`src/rtl/minesweeper_ctrl.sv`:
```
// Sequential game controller for the combinational minesweeper board: owns the bomb, reveal
// and cursor grids and sequences cursor moves, reveals, zero-square flood fill and win/loss.
module minesweeper_ctrl #(
  parameter int GRID_SIZE  = 3,
  parameter int STATE_SIZE = 4
) (
  input  logic                                      clk,
  input  logic                                      reset,
  input  logic                                      btnNew,
  input  logic                                      btnReveal,
  input  logic                                      btnMove,
  input  logic [1:0]                                btnDir,
  input  logic [GRID_SIZE*GRID_SIZE-1:0]            bombPattern,
  input  logic [STATE_SIZE*GRID_SIZE*GRID_SIZE-1:0] states,
  input  logic [GRID_SIZE*GRID_SIZE-1:0]            nextCursorGrid,
  output logic [GRID_SIZE*GRID_SIZE-1:0]            bombGrid,
  output logic [GRID_SIZE*GRID_SIZE-1:0]            revealGrid,
  output logic [GRID_SIZE*GRID_SIZE-1:0]            cursorGrid,
  output logic                                      move,
  output logic [1:0]                                dir,
  output logic [2:0]                                gameState,
  output logic                                      busy,
  output logic                                      won,
  output logic                                      lost
);

  localparam int N = GRID_SIZE * GRID_SIZE;
  localparam logic [N-1:0] ONE      = N'(1);
  localparam logic [N-1:0] TOP_LEFT = ONE << (N - 1);

  typedef enum logic [2:0] {
    IDLE   = 3'd0,
    PLAY   = 3'd1,
    MOVE   = 3'd2,
    REVEAL = 3'd3,
    FLOOD  = 3'd4,
    CHECK  = 3'd5,
    WON    = 3'd6,
    LOST   = 3'd7
  } state_t;

  state_t         state_reg, state_next;
  logic [N-1:0]   bomb_grid_reg;
  logic [N-1:0]   reveal_grid_reg;
  logic [N-1:0]   cursor_grid_reg;
  logic           move_reg;
  logic [1:0]     dir_reg;
  logic           busy_reg;
  logic           won_reg;
  logic           lost_reg;
  logic           new_prev_reg;
  logic           reveal_prev_reg;
  logic           move_prev_reg;

  logic           new_pulse;
  logic           reveal_pulse;
  logic           move_pulse;
  logic           in_busy;
  logic [N-1:0]   square_zero;
  logic [N-1:0]   zero_open;
  logic [N-1:0]   grow;
  logic           cursor_bomb;
  logic           cursor_zero;
  logic           all_clear;

  // 8-neighbourhood of one square, clipped at the board edges (no wrap-around).
  function automatic logic [N-1:0] neighbour_mask(input int idx);
    logic [N-1:0] m;
    int r;
    int c;
    m = '0;
    r = idx / GRID_SIZE;
    c = idx % GRID_SIZE;
    for (int dr = -1; dr <= 1; dr++) begin
      for (int dc = -1; dc <= 1; dc++) begin
        if ((dr != 0 || dc != 0) &&
            (r + dr >= 0) && (r + dr < GRID_SIZE) &&
            (c + dc >= 0) && (c + dc < GRID_SIZE)) begin
          m = m | (ONE << ((r + dr) * GRID_SIZE + (c + dc)));
        end
      end
    end
    return m;
  endfunction

  assign new_pulse    = btnNew    & ~new_prev_reg;
  assign reveal_pulse = btnReveal & ~reveal_prev_reg;
  assign move_pulse   = btnMove   & ~move_prev_reg;

  assign in_busy = (state_reg == MOVE) || (state_reg == REVEAL) ||
                   (state_reg == FLOOD) || (state_reg == CHECK);

  // A square grows the flood when it is hidden, safe, and touches an opened zero square.
  for (genvar gi = 0; gi < N; gi++) begin : g_square
    localparam logic [N-1:0] NBR = neighbour_mask(gi);
    assign square_zero[gi] = (states[gi*STATE_SIZE +: STATE_SIZE] == '0);
    assign zero_open[gi]   = square_zero[gi] & reveal_grid_reg[gi] & ~bomb_grid_reg[gi];
    assign grow[gi]        = (|(zero_open & NBR)) & ~reveal_grid_reg[gi] & ~bomb_grid_reg[gi];
  end

  assign cursor_bomb = |(cursor_grid_reg & bomb_grid_reg);
  assign cursor_zero = |(cursor_grid_reg & square_zero);
  assign all_clear   = &(reveal_grid_reg | bomb_grid_reg);

  always_comb begin
    state_next = state_reg;
    case (state_reg)
      IDLE, WON, LOST: begin
        if (new_pulse) state_next = PLAY;
      end
      PLAY: begin
        if (new_pulse)         state_next = PLAY;
        else if (reveal_pulse) state_next = REVEAL;
        else if (move_pulse)   state_next = MOVE;
      end
      MOVE:   state_next = PLAY;
      REVEAL: begin
        if (cursor_bomb)      state_next = LOST;
        else if (cursor_zero) state_next = FLOOD;
        else                  state_next = CHECK;
      end
      FLOOD: begin
        if (grow == '0) state_next = CHECK;
      end
      CHECK:   state_next = all_clear ? WON : PLAY;
      default: state_next = IDLE;
    endcase
  end

  always_ff @(posedge clk) begin
    if (reset) begin
      state_reg       <= IDLE;
      bomb_grid_reg   <= '0;
      reveal_grid_reg <= '0;
      cursor_grid_reg <= TOP_LEFT;
      move_reg        <= 1'b0;
      dir_reg         <= 2'b00;
      busy_reg        <= 1'b0;
      won_reg         <= 1'b0;
      lost_reg        <= 1'b0;
      new_prev_reg    <= 1'b0;
      reveal_prev_reg <= 1'b0;
      move_prev_reg   <= 1'b0;
    end else begin
      new_prev_reg    <= btnNew;
      reveal_prev_reg <= btnReveal;
      move_prev_reg   <= btnMove;

      state_reg <= state_next;
      move_reg  <= (state_next == MOVE);
      busy_reg  <= (state_next == MOVE) || (state_next == REVEAL) ||
                   (state_next == FLOOD) || (state_next == CHECK);
      won_reg   <= (state_next == WON);
      lost_reg  <= (state_next == LOST);

      if (state_next == MOVE) dir_reg <= btnDir;

      // A new-game press outranks everything else whenever the FSM is not mid-sequence.
      if (new_pulse && !in_busy) begin
        bomb_grid_reg   <= bombPattern;
        reveal_grid_reg <= '0;
        cursor_grid_reg <= TOP_LEFT;
      end else begin
        case (state_reg)
          MOVE: begin
            if (|nextCursorGrid) cursor_grid_reg <= nextCursorGrid;
          end
          REVEAL:  reveal_grid_reg <= reveal_grid_reg | cursor_grid_reg;
          FLOOD:   reveal_grid_reg <= reveal_grid_reg | grow;
          LOST:    reveal_grid_reg <= '1;
          default: ;
        endcase
      end
    end
  end

  assign bombGrid   = bomb_grid_reg;
  assign revealGrid = reveal_grid_reg;
  assign cursorGrid = cursor_grid_reg;
  assign move       = move_reg;
  assign dir        = dir_reg;
  assign gameState  = state_reg;
  assign busy       = busy_reg;
  assign won        = won_reg;
  assign lost       = lost_reg;

endmodule

```
`config.mk`:
```
export PLATFORM = sky130hd
export DESIGN_NAME = minesweeper_ctrl
export DESIGN_NICKNAME = d
export VERILOG_FILES = /design/src/rtl/minesweeper_ctrl.sv
export SDC_FILE = /design/constraint.sdc
export NUM_CORES = 1
export LEC_CHECK = 0
export BUFFER_PORTS_ARGS = -buffer_cell sky130_fd_sc_hd__buf_4
export CAP_MARGIN = 30
export CORE_AREA = 10 10 122 69
export DETAILED_ROUTE_END_ITERATION = 10
export DIE_AREA = 0 0 132 79
export GPL_ROUTABILITY_DRIVEN = 0
export PLACE_DENSITY = 0.71
export SETUP_SLACK_MARGIN = 0.3
export SLEW_MARGIN = 20
export SYNTH_ARGS = -nofsm -noshare
export SYNTH_HDL_FRONTEND = slang
export SYNTH_SLANG_ARGS = --single-unit
```
`constraint.sdc`:
```
create_clock -name clk -period 5.8 [get_ports clk]
set_clock_uncertainty 0.2 [all_clocks]
set_input_delay 0.58 -clock clk [delete_from_list [all_inputs] [get_ports clk]]
set_output_delay 0.58 -clock clk [all_outputs]
set_load 0.05 [all_outputs]
```
After elaboration in Yosys (flattened, before gate mapping)
Cells that the tools add are included. Widths: inputs -> output; s select.

Register bits after elaboration: 39. Input bits: 61. Output and inout port bits: 36. Word-level logic and storage cells: 136.

Equal/unequal tests: 13. Multiplexer cells: 10. Bitwise operators: 65. Reductions and logical operators: 36.

Operators with widths (count): $and 1x1->1 (39); $logic_not 4->1 (9); $or 9x9->9 (3); $pmux 9 s3 (1); $reduce_or 9->1 (3); $eq 3x3->1 const B (8); $not 1->1 (21); $reduce_or 5->1 (4); $and 9x9->9 (2); $mux 3 (6); $pmux 3 s6 (1); $reduce_or 3->1 (5); $eq 3x2->1 const B (4); $logic_not 9->1 (1); $reduce_and 9->1 (1); $reduce_or 8->1 (1); $logic_or 1x1->1 (6); $eq 3x1->1 const B (1); $logic_not 3->1 (1); $reduce_bool 3->1 (1); $mux 2 (1); $reduce_and 2->1 (1); $reduce_or 2->1 (1); $logic_and 1x1->1 (1); 2 further kinds (2).

Depth between registers and ports, before layout
Depth after elaboration: 13. Depth in mapped cells: 8. Mapped depth without buffers: 7.

Worst setup path after synthesis
No wires, ideal clock.

Kind: register -> register. Start: register bomb_grid_reg[4] (netlist: bombGrid[4]). End: register dir_reg[0] (netlist: dir[0]). Setup time: 0.120 ns. Arrival time: 2.210 ns. Data required time: 5.480 ns. Setup slack: 3.270 ns. Cell stages (with the launch flop): 8. Buffers on the path: 0. Period minus slack after synthesis: 2.530 ns. Cell sequence: dfxtp_1 > o22ai_1 > or4_4 > nor4_4 > a311oi_1 > nor2_1 > nand2_1 > mux2i_1.

Longest elaborated chain between the ends: 9. Elaborated cells between the ends (all ways): 37. Those cells by class: 1 x eq/ne; 4 x mux; 21 x bitwise; 11 x reduce/logical.

RTL lines: start, declared (line 43) `logic [N-1:0] bomb_grid_reg;`; start signal, assigned (line 160) `bomb_grid_reg <= bombPattern;`; $not 1->1 (line 97, 98); $and 1x1->1 (line 97) `assign zero_open[gi] = square_zero[gi] & reveal_grid_reg[gi] & ~bomb_grid_reg[gi];`; $reduce_or 5->1 / $reduce_or 3->1 (equally long branches) (line 98) `assign grow[gi] = (|(zero_open & NBR)) & ~reveal_grid_reg[gi] & ~bomb_grid_reg[gi];`; $and 1x1->1 (2 in series) (line 98); $logic_not 9->1 (line 123) `if (grow == '0) state_next = CHECK;`; $mux 3 (line 123); $pmux 3 s6 * (line 107) `case (state_reg)`; $eq 3x2->1 * (line 156) `if (state_next == MOVE) dir_reg <= btnDir;`; end signal, assigned (line 156); end, declared (line 47) `logic [1:0] dir_reg;`.

Mark *: on every way between the ends. The rest lies on a longest branch, timed or not. A chain may end at the register's enable or synchronous reset.

Worst setup path after layout
Start: register bomb_grid_reg[7] (netlist: bombGrid[7]). End: register move_reg (netlist: move).

Longest elaborated chain between the ends: 9. Elaborated cells between the ends (all ways): 28. Those cells by class: 1 x eq/ne; 4 x mux; 15 x bitwise; 8 x reduce/logical.

RTL lines: $not 1->1 (line 97, 98); $and 1x1->1 (line 97); $reduce_or 8->1, or another cell as far along (line 98); $and 1x1->1 (2 in series) (line 98); $logic_not 9->1 (line 123); $mux 3 (line 123); $pmux 3 s6 * (line 107); $eq 3x2->1 * (line 150) `move_reg <= (state_next == MOVE);`; end signal, assigned (line 150); end, declared (line 46) `logic move_reg;`.

Marks and branches as above.

==> qor.yml <==
synth:
  synthAdderAreaFrac_pct: 0
  syn_nets: 309
  ys_ff_latch: 39
  synth_top_area_cell: "dfxtp_1"
  ys_seq_area_share_pct: 38.5
  synth_simple_gate_area_share_pct: 33.2
  synth_compound_area_share_pct: 16.7
  async_flop_share_pct: 0
  synth_area_um2: 2030
  synth_most_common_cell: "nor2_1"
  synth.avg_cell_area_um2: 8.18
  synth_flop_cell: "dfxtp_1"
  synth_warnings: 0
  synth_xor_area_share_pct: 0.863
  muxShareOfSynthArea_pct: 8.38
  synth_area_leaders: "dfxtp_1 38%, nor2_1 11%, mux2i_1 8.4%"
  synth-edff-count: 0
  ys_top_cells_by_count: "61 x nor2_1, 39 x dfxtp_1, 17 x mux2i_1, 17 x nand2_1, 13 x nor4_1"
  syn_inst: 248
  synth_top_family_by_area: "simple AND/OR/NAND/NOR gates"
  synth_top_cell_area_share_pct: 38.5
  synth.distinct_cells: 42
drt:
  drtIter0Drc: 227
  vias: 2253
  wire_per_inst_um: 17.4
  drt_pass1_iterations: 5
  postRouteAntennaNets: 0
  wl_mm: 7.59
  drcViolationCount: 0
  vias_per_cell: 5.18
worst_setup_path:
  crit_fanout: 5
  critPathMaxStageDelay_ns: 0.61
  crit_path_frequent_cell: "nor4_1"
  cp.required_ns: 5.75
  critPathCaptureType: "flip-flop"
  critical_path_class: "flip-flop to flip-flop"
  critPathSlowestCell: "nor4_1"
  cp_num_buf_inv: 0
  startpoint_type: "flip-flop"
  arrival_ns: 2.48
  cp_cell_sequence: "nand3b_1 -> nand2_1 -> nor4_1 -> o311ai_1 -> o41ai_2 -> nor4_1"
  critPathTopFamily: "simple AND/OR/NAND/NOR gates"
timing:
  slew_viol_final: 0
  slew_headroom_pct: 53.4
  setup_viol: 0
  rsz0062_at_grt: "false"
  finalSetupTns_ns: 0
  tightestPinTransition_ns: 0.698
  post-route-period-util_pct: 43.7
  fin_crit_ns: 2.54
  final_hold_viol_count: 0
  fmax_mhz: 394
hold_path:
  hold_class: "flip-flop to flip-flop"
floorplan:
  die_area_um2: 10400
  core_um2: 6380
  die_h_um: 79
  die_w_um: 132
  row_count: 21
  start_util_pct: 31.8
  io_pins: 97
clock_network:
  cts_max_level: 2
  cts_resized: 0
  clock_sinks: 39
  post_cts_buffers: 0
  clk_latency_ns: 0.29
  cts_buffer_depth: 2
  cts-buffers-inserted: 5
  cts_root_buf: "clkbuf_16"
  ctsHoldBuffers: 0
  cts_tree: "done"
  clkTransAtPathRegs_ns: 0.06
power:
  ir_drop_mv: 0.101
  p_per_area_nw_per_um2: 241
  p_leak_uw: 0.00135
  power_uw: 722
finish:
  final_nets: 403
  fin_util_pct: 47.0
  fillers: 662
  num_antenna_cells: 0
  area_growth_pct: 47.9
  drive_gt1_share_pct: 32.7
  final_cells: 435
place:
  io_buffers: 96
  dp_hpwl_mm: 6.16
  dpl.cell_count: 427
global_routing:
  grt_max_degree: 23
  grt_usage_pct: 14.2
  grt_pass1_wl_mm: 12.1
  grt_antenna_before_repair: 0
  grt_pass1_vias: 2237
  grt-ovfl-total: 0
run:
  maxCapViolCount: 0
outcome:
  status: "finished, final reports clean"
## final timing paths
| kind | cells past startpoint | slack, ns | start | to |
|---|---|---|---|---|
| max | 6 | 3.26 | bombGrid[7] | move |
| max reg2reg | 6 | 3.26 | bombGrid[7] | move |
| min | 2 | 0.28 | dir[0] | dir[0] |
| min reg2reg | 2 | 0.28 | dir[0] | dir[0] |
## stage by stage
stage               hold slack (ns)  instance area, µm²  setup WS (ns)
floorplan                     0.484                2030           3.27
CTS                           0.287                3000           3.31
detailed placement            0.278                2830           3.12
global route                  0.314                3000           3.10
finish                        0.284                3000           3.26
global placement              0.262                2830           3.11
## power breakdown
part / switching (µW) / internal [µW] / leakage (µW)
Sequential: 14.9 / 276 / 0.000317
Combinational: 61.3 / 55.2 / 0.000946
Clock: 112 / 203 / 0.0000838
## cell families (layout without fill, tap and decap cells)
group,after synthesis,count (layout)
flops,39,39
buf+inv,12,107
simple gates,136,136
xor+xnor,2,2
mux,17,17
compound gates,42,42
## worst min-delay path: cells and delay by family, from the launching register on
kind	cells	cell delay, ns
DFF	1	0.31
and+or+nand+nor	1	0.07
muxes	1	0.06
## cell usage in the layout (no fill, tap or decap), types with 2 or more instances in the layout
| cell type | synthesis | final |
|---|---|---|
| buf_4 | 0 | 97 |
| nor2_1 | 61 | 61 |
| dfxtp_1 | 39 | 39 |
| mux2i_1 | 17 | 17 |
| nand2_1 | 17 | 17 |
| nor4_1 | 13 | 13 |
| nand3b_1 | 9 | 9 |
| nand3_1 | 8 | 8 |
| nor2b_1 | 7 | 7 |
| nor3_1 | 7 | 7 |
| nand2b_1 | 7 | 7 |
| a21oi_1 | 7 | 7 |
| a311oi_1 | 5 | 5 |
| clkbuf_16 | 0 | 5 |
| a211oi_1 | 4 | 4 |
| a22o_1 | 3 | 3 |
| xor2_1 | 2 | 2 |
| o22ai_1 | 2 | 2 |
| a211o_1 | 2 | 2 |
| a22oi_1 | 2 | 2 |
| o21a_1 | 2 | 2 |
| a21boi_0 | 2 | 2 |
| a221oi_1 | 2 | 2 |
| inv_1 | 2 | 2 |
| o21ai_0 | 2 | 2 |
## layer usage
metal  GRT usage (%)  part of all wire, %
met1            18.9                   46
met2            20.6                   41
met3            6.03                   12
met4            3.20                 0.90
met5               0                    0
## area by class of cell
cell class | instances | area [µm²] | share of cell area, %
clock inverters | 3 | 43.8 | 1.46
well taps | 92 | 115 | 3.83
repair buffers | 97 | 728 | 24.3
inverters | 2 | 7.51 | 0.250
flip-flops and latches | 39 | 781 | 26.0
multi-input cells | 197 | 1200 | 40.0
clock buffers | 5 | 125 | 4.17
Note: power is estimated with default switching activity, not from simulation.
